File: config.mk
export PLATFORM = sky130hd
export DESIGN_NAME = hs4_rx_mux
export DESIGN_NICKNAME = d
export VERILOG_FILES = /design/src/rtl/hs4_rx_mux_pkg.sv /design/src/rtl/hs4_rx_chan.sv /design/src/rtl/hs4_rx_mux.sv
export SDC_FILE = /design/constraint.sdc
export NUM_CORES = 1
export LEC_CHECK = 0
export BUFFER_PORTS_ARGS = -buffer_cell sky130_fd_sc_hd__buf_4
export CAP_MARGIN = 20
export CORE_MARGIN = 5
export CORE_UTILIZATION = 35
export DETAILED_ROUTE_END_ITERATION = 12
export PLACE_DENSITY = 0.65
export SETUP_SLACK_MARGIN = 0.4
export SLEW_MARGIN = 20
export SYNTH_ARGS = -nofsm -noshare
export SYNTH_HDL_FRONTEND = slang
export SYNTH_SLANG_ARGS = --single-unit
File: constraint.sdc
create_clock -name clk_rx -period 5.4 [get_ports clk_rx]
set_input_delay 0.54 -clock clk_rx [delete_from_list [all_inputs] [get_ports clk_rx]]
set_output_delay 0.54 -clock clk_rx [all_outputs]
set_load 0.05 [all_outputs]
File: src/rtl/hs4_rx_mux_pkg.sv
// Shared defaults, channel-id width helper and per-channel handshake state encoding
// for the multi-channel 4-phase receive mux.
package hs4_rx_mux_pkg;

    localparam int unsigned DATA_W_DEF      = 8;
    localparam int unsigned N_CH_DEF        = 4;
    localparam int unsigned SYNC_STAGES_DEF = 2;

    typedef enum logic {
        ST_IDLE = 1'b0,
        ST_ACK  = 1'b1
    } chan_state_e;

    // Channel id width; a single channel still carries a 1-bit id.
    function automatic int unsigned ch_width(input int unsigned n);
        return (n <= 1) ? 1 : $clog2(n);
    endfunction

endpackage

File: src/rtl/hs4_rx_chan.sv
// One 4-phase receive channel: request synchroniser, handshake FSM, holding
// register and pending flag that the top-level arbiter drains via grant.
module hs4_rx_chan
    import hs4_rx_mux_pkg::*;
#(
    parameter int unsigned DATA_W      = DATA_W_DEF,
    parameter int unsigned SYNC_STAGES = SYNC_STAGES_DEF
) (
    input  logic              clk_rx,
    input  logic              reset_n,
    input  logic              vi,
    input  logic [DATA_W-1:0] indata,
    input  logic              grant,
    output logic              snt,
    output logic              pending,
    output logic [DATA_W-1:0] hold_data
);

    logic [SYNC_STAGES-1:0] sync_q;
    logic                   vi_s;
    chan_state_e            state_q;
    chan_state_e            state_d;
    logic                   capture_c;

    assign vi_s = sync_q[SYNC_STAGES-1];

    always_ff @(posedge clk_rx or negedge reset_n) begin
        if (!reset_n) begin
            sync_q <= '0;
        end else begin
            sync_q <= {sync_q[SYNC_STAGES-2:0], vi};
        end
    end

    // A word is only taken while the previous one has left the holding register.
    always_comb begin
        state_d   = state_q;
        capture_c = 1'b0;
        case (state_q)
            ST_IDLE: begin
                if (vi_s && !pending) begin
                    capture_c = 1'b1;
                    state_d   = ST_ACK;
                end
            end
            ST_ACK: begin
                if (!vi_s) begin
                    state_d = ST_IDLE;
                end
            end
            default: state_d = ST_IDLE;
        endcase
    end

    always_ff @(posedge clk_rx or negedge reset_n) begin
        if (!reset_n) begin
            state_q   <= ST_IDLE;
            snt       <= 1'b0;
            pending   <= 1'b0;
            hold_data <= '0;
        end else begin
            state_q <= state_d;
            snt     <= (state_d == ST_ACK);
            if (capture_c) begin
                pending   <= 1'b1;
                hold_data <= indata;
            end else if (grant) begin
                pending <= 1'b0;
            end
        end
    end

endmodule

File: src/rtl/hs4_rx_mux.sv
// N_CH-channel 4-phase receive endpoint: per-channel capture, round-robin merge
// into one registered valid/ready stream tagged with the source channel.
module hs4_rx_mux
    import hs4_rx_mux_pkg::*;
#(
    parameter  int unsigned DATA_W      = DATA_W_DEF,
    parameter  int unsigned N_CH        = N_CH_DEF,
    parameter  int unsigned SYNC_STAGES = SYNC_STAGES_DEF,
    localparam int unsigned CH_W        = ch_width(N_CH)
) (
    input  logic                   clk_rx,
    input  logic                   reset_n,
    input  logic [N_CH-1:0]        vi,
    input  logic [N_CH*DATA_W-1:0] indata,
    output logic [N_CH-1:0]        snt,
    output logic                   vo,
    output logic [DATA_W-1:0]      rdata,
    output logic [CH_W-1:0]        rch,
    input  logic                   rready,
    output logic                   busy
);

    logic [N_CH-1:0]   pending;
    logic [N_CH-1:0]   grant;
    logic [DATA_W-1:0] hold_data [N_CH];
    logic [CH_W-1:0]   rr_ptr_q;
    logic [N_CH-1:0]   rot_c;
    logic              win_valid_c;
    logic [CH_W-1:0]   win_ch_c;
    logic [DATA_W-1:0] win_data_c;
    logic [CH_W-1:0]   ptr_next_c;
    logic              load_c;

    for (genvar k = 0; k < N_CH; k++) begin : g_chan
        hs4_rx_chan #(
            .DATA_W      (DATA_W),
            .SYNC_STAGES (SYNC_STAGES)
        ) u_chan (
            .clk_rx    (clk_rx),
            .reset_n   (reset_n),
            .vi        (vi[k]),
            .indata    (indata[k*DATA_W +: DATA_W]),
            .grant     (grant[k]),
            .snt       (snt[k]),
            .pending   (pending[k]),
            .hold_data (hold_data[k])
        );
    end

    assign load_c = !vo || rready;
    assign rot_c  = N_CH'({pending, pending} >> rr_ptr_q);

    // Round-robin: bit i of the rotated view is channel (ptr + i) mod N_CH.
    always_comb begin
        win_valid_c = 1'b0;
        win_ch_c    = '0;
        for (int unsigned i = 0; i < N_CH; i++) begin
            if (!win_valid_c && rot_c[i]) begin
                win_valid_c = 1'b1;
                win_ch_c    = CH_W'((32'(rr_ptr_q) + i) % N_CH);
            end
        end
    end

    always_comb begin
        grant      = '0;
        win_data_c = '0;
        for (int unsigned k = 0; k < N_CH; k++) begin
            if (win_ch_c == CH_W'(k)) begin
                win_data_c = hold_data[k];
                grant[k]   = load_c && win_valid_c;
            end
        end
    end

    assign ptr_next_c = (win_ch_c == CH_W'(N_CH - 1)) ? '0 : win_ch_c + CH_W'(1);

    always_ff @(posedge clk_rx or negedge reset_n) begin
        if (!reset_n) begin
            vo       <= 1'b0;
            rdata    <= '0;
            rch      <= '0;
            rr_ptr_q <= '0;
        end else if (load_c) begin
            vo <= win_valid_c;
            if (win_valid_c) begin
                rdata    <= win_data_c;
                rch      <= win_ch_c;
                rr_ptr_q <= ptr_next_c;
            end
        end
    end

    assign busy = (|pending) || vo;

endmodule

==> key figures <==
Status
  – Status: finished, final reports clean

Routing
  – Vias per cell: 4.87
  – Post-route ant nets: 0
  – Detailed-route via count: 1,856
  – Routed WL: 5800 microns
  – DRT iter0 DRCs: 80
  – Drt drc: 0
  – Post-DR wirelength/cell: 15.2 microns
  – Drt first pass iters: 4

Logic synthesis
  – Yosys top cell by area: dfrtp_1
  – Post-Syn Nets: 270
  – Syn Inst Count: 227
  – Library cells used by synthesis: 37
  – YS warnings: 0
  – Synth top area cells: dfrtp_1 (56%), mux2_2 (10%), a21oi_1 (3.5%), a221o_1 (3.0%), nand2_1 (2.5%)
  – Top cell type's share of synthesized area: 56.4%
  – Synthesis-stage register bit count: 61
  – Mapped cell area: 0.00271 sq mm
  – Sequential share of the synthesized area: 56.4%
  – Avg Cell Area, Syn: 11.9 sq um

Worst setup path
  – Worst setup EP type: flip-flop
  – Stages on the worst setup path: 7
  – Slowest Stage Delay on Critical Path: 550 ps
  – R2R Setup Slk: 2920 ps
  – Critical path buffer and inverter count: 0
  – Crit path launch: g_chan[0].u_chan.pending$_DFFE_PN0P_
  – Setup CP Type: flip-flop to flip-flop
  – Critical-path maximum fanout: 17
  – R2r startpoint: g_chan[0].u_chan.pending$_DFFE_PN0P_
  – Req. time, crit path: 5660 ps
  – Worst path cell trace: nand2_1, a221oi_1, or2_2, ha_1, a21oi_1, a221o_1, a31oi_1
  – Reg2reg end: rdata[5]$_DFFE_PN0N_
  – Startpoint types: flip-flop
  – Critical path's slowest cell: dfrtp_1
  – Worst setup path end: rdata[5]$_DFFE_PN0N_
  – Worst EP arrival: 2740 ps
  – Reg2reg path depth: 7
  – Crit-path leading delay family: compound AO/OA/AOI/OAI gates

Pwr
  – Logic gate share of total power: 46.9%
  – Clock power share: 15.8%
  – Sequential share of power: 37.3%
  – Psw: 0.876 mW
  – PD cells: 651 mW/mm^2
  – Static Leak: 1.46 nW
  – Worst vdd ir: 0.216 mV
  – Pint: 1.28 mW
  – Sw Ratio: 40.7%

Clocking
  – CTS resizes: 0
  – CTS Root Cell: clkbuf_8
  – Clk buf depth: 2
  – H-tree depth: 3
  – Clk sinks: 61
  – Hold buffer count at cts: 0
  – CTS buffer count: 9
  – CTS tree: built
  – Clock transition at the registers of the reported paths: 60 ps
  – Post-CTS Setup Bufs: 0
  – Clk_lat worst skew: 330 ps

Floorplan
  – Initial Util: 35.4%
  – Num ports: 55
  – Core area: 0.00765 sq mm
  – Die height: 98.0 microns
  – Core Rows: 32
  – Full die area: 0.00960 sq mm
  – Die X: 98.0 microns

GRT
  – Antenna violations before repair: 0
  – Met1 usage: 15.5%
  – Grt met3 use: 5.14%
  – Routing usage on met2: 21.0%
  – First-pass GRT wire length: 9660 microns
  – Largest net degree at the start of global routing: 62
  – Vias in the first global route: 1,912
  – Total track usage: 12.9%
  – GR peak layer: met2
  – GR Overflow Total: 0

STA
  – Max Slew Vio Count: 0
  – Slew headroom: 40.5%
  – FMAX: 404 MHz
  – RSZ-0062 raised after global routing: false
  – Finish-stage setup viols: 0
  – Final Cycle Share: 45.9%
  – Clock Skew: 4.62 ps
  – Tightest Pin Transition: 889 ps
  – Tmin final: 2480 ps
  – Final hold violations: 0
  – Setup_tns: 0 ps

Place
  – Number of port buffers: 54
  – Final GP Congestion: 0.775
  – Placed cells: 367
  – Post-DP HPWL: 4240 microns

Run
  – Max-Cap Viols: 0

Worst hold path
  – HP Class: primary input to async pin

Finish
  – Commonest cells after routing, fill and taps aside: dfrtp_1 (61), buf_4 (54), mux2_2 (24)
  – Share of cells above drive strength 1: 36.6%
  – Nets: 319
  – Commonest non-fill, non-tap cell in the layout: dfrtp_1
  – Inserted Diodes: 0
  – Area grow syn2layout: 22.1%
  – Non-Filler Instances: 381
  – Final core utilization: 43.2%
worst register-to-register path: stages, from the launching register on:
cell and delay [ps]:
dfrtp_1 550, nand2_1 120, a221oi_1 400, or2_2 200
ha_1 460, a21oi_1 150, a221o_1 370, a31oi_1 160
layout make-up:
cell class                      count  area, sq um
Clock buffer                       12          155
Clock inverter                      2         10.0
Fill cell                         725         4340
Inverter                           14         52.6
Multi-Input combinational cell    136         1030
Sequential cell                    61         1530
Tap cell                          102          128
Timing Repair Buffer               54          405
power by group through the flow:
stage / combinational [mW] / clock [mW] / sequential [mW]
after detailed placement: 1.01 / 0 / 0.816
after CTS: 1.02 / 0.352 / 0.808
after global routing: 1.10 / 0.372 / 0.831
after global placement: 0.993 / 0 / 0.811
after floorplan: 0.697 / 0 / 0.887
final: 1.01 / 0.339 / 0.804
sequential cells by signal, summed over array words and instances, names as in the netlist:
signal and flops:
rdata 8, g_chan.u_chan.pending 4, vo 1, g_chan.u_chan.hold_data 32, g_chan.u_chan.sync_q 8, rr_ptr_q 2, g_chan.u_chan.snt 4, rch 2
cells by family (layout without fill, tap and decap cells):
family	Yosys count	after routing	share of synthesized area [%]
AOI/OAI and AO/OA	58	58	13.8
muxes	26	26	10.9
adders and majority gates	4	4	1.85
DFF	61	61	56.4
buffers and inverters	30	82	5.64
and+or+nand+nor	48	48	11.5
layer usage:
layer | part of all wire [%] | vias up
met5 | 0 | -
met4 | 1.7 | 0
met3 | 5.9 | 10
met2 | 51 | 47
met1 | 42 | 905
li1 | - | 894
metrics by stage:
step / area (sq um) / setup slack [ps] / power, mW / hold slack (ps)
floorplan: 2710 / 3200 / 1.58 / 244
CTS: 3310 / 2910 / 2.17 / 292
global route: 3310 / 2730 / 2.31 / 294
detailed placement: 3140 / 2940 / 1.83 / 335
global placement: 3140 / 3050 / 1.80 / 335
finish: 3310 / 2920 / 2.15 / 282
synthesized netlist by cell type:
master     n
a221o_1    8
mux2_2    24
o21ai_0   11
or3_1      1
a221oi_1   1
a31oi_1    8
nor3b_2    2
o211ai_1   1
nor2_2     1
a21oi_1   19
a21o_1     3
buf_2      8
a21boi_0   4
nor4_4     1
buf_6      2
nor3b_4    1
or4_4      1
dfrtp_1   61
nand2_1   18
o31ai_1    1
o41ai_1    1
buf_4      4
mux2_4     1
clkbuf_1   2
nand3_1    1
ha_1       4
inv_1     14
nand3b_1   8
nor2b_1    3
and3_1     1
nor2_1     2
mux2i_1    1
nand3_2    2
o31a_1     1
or2_2      2
nor3_1     1
nand2b_1   3
worst min path at each step:
stage / endpoint / from / slack, ps / cells after the start
after CTS: g_chan[1].u_chan.snt$_DFF_PN0_ / reset_n / 290 / 1
after global placement: g_chan[3].u_chan.sync_q[1]$_DFF_PN0_ / g_chan[3].u_chan.sync_q[0]$_DFF_PN0_ / 330 / 0
after floorplan: g_chan[0].u_chan.hold_data[0]$_DFFE_PN0P_ / reset_n / 240 / 0
after global routing: g_chan[3].u_chan.sync_q[0]$_DFF_PN0_ / vi[3] / 290 / 1
final: g_chan[0].u_chan.snt$_DFF_PN0_ / reset_n / 280 / 1
after detailed placement: g_chan[2].u_chan.sync_q[1]$_DFF_PN0_ / g_chan[2].u_chan.sync_q[0]$_DFF_PN0_ / 330 / 0
Note: power is estimated with default switching activity, not from simulation.
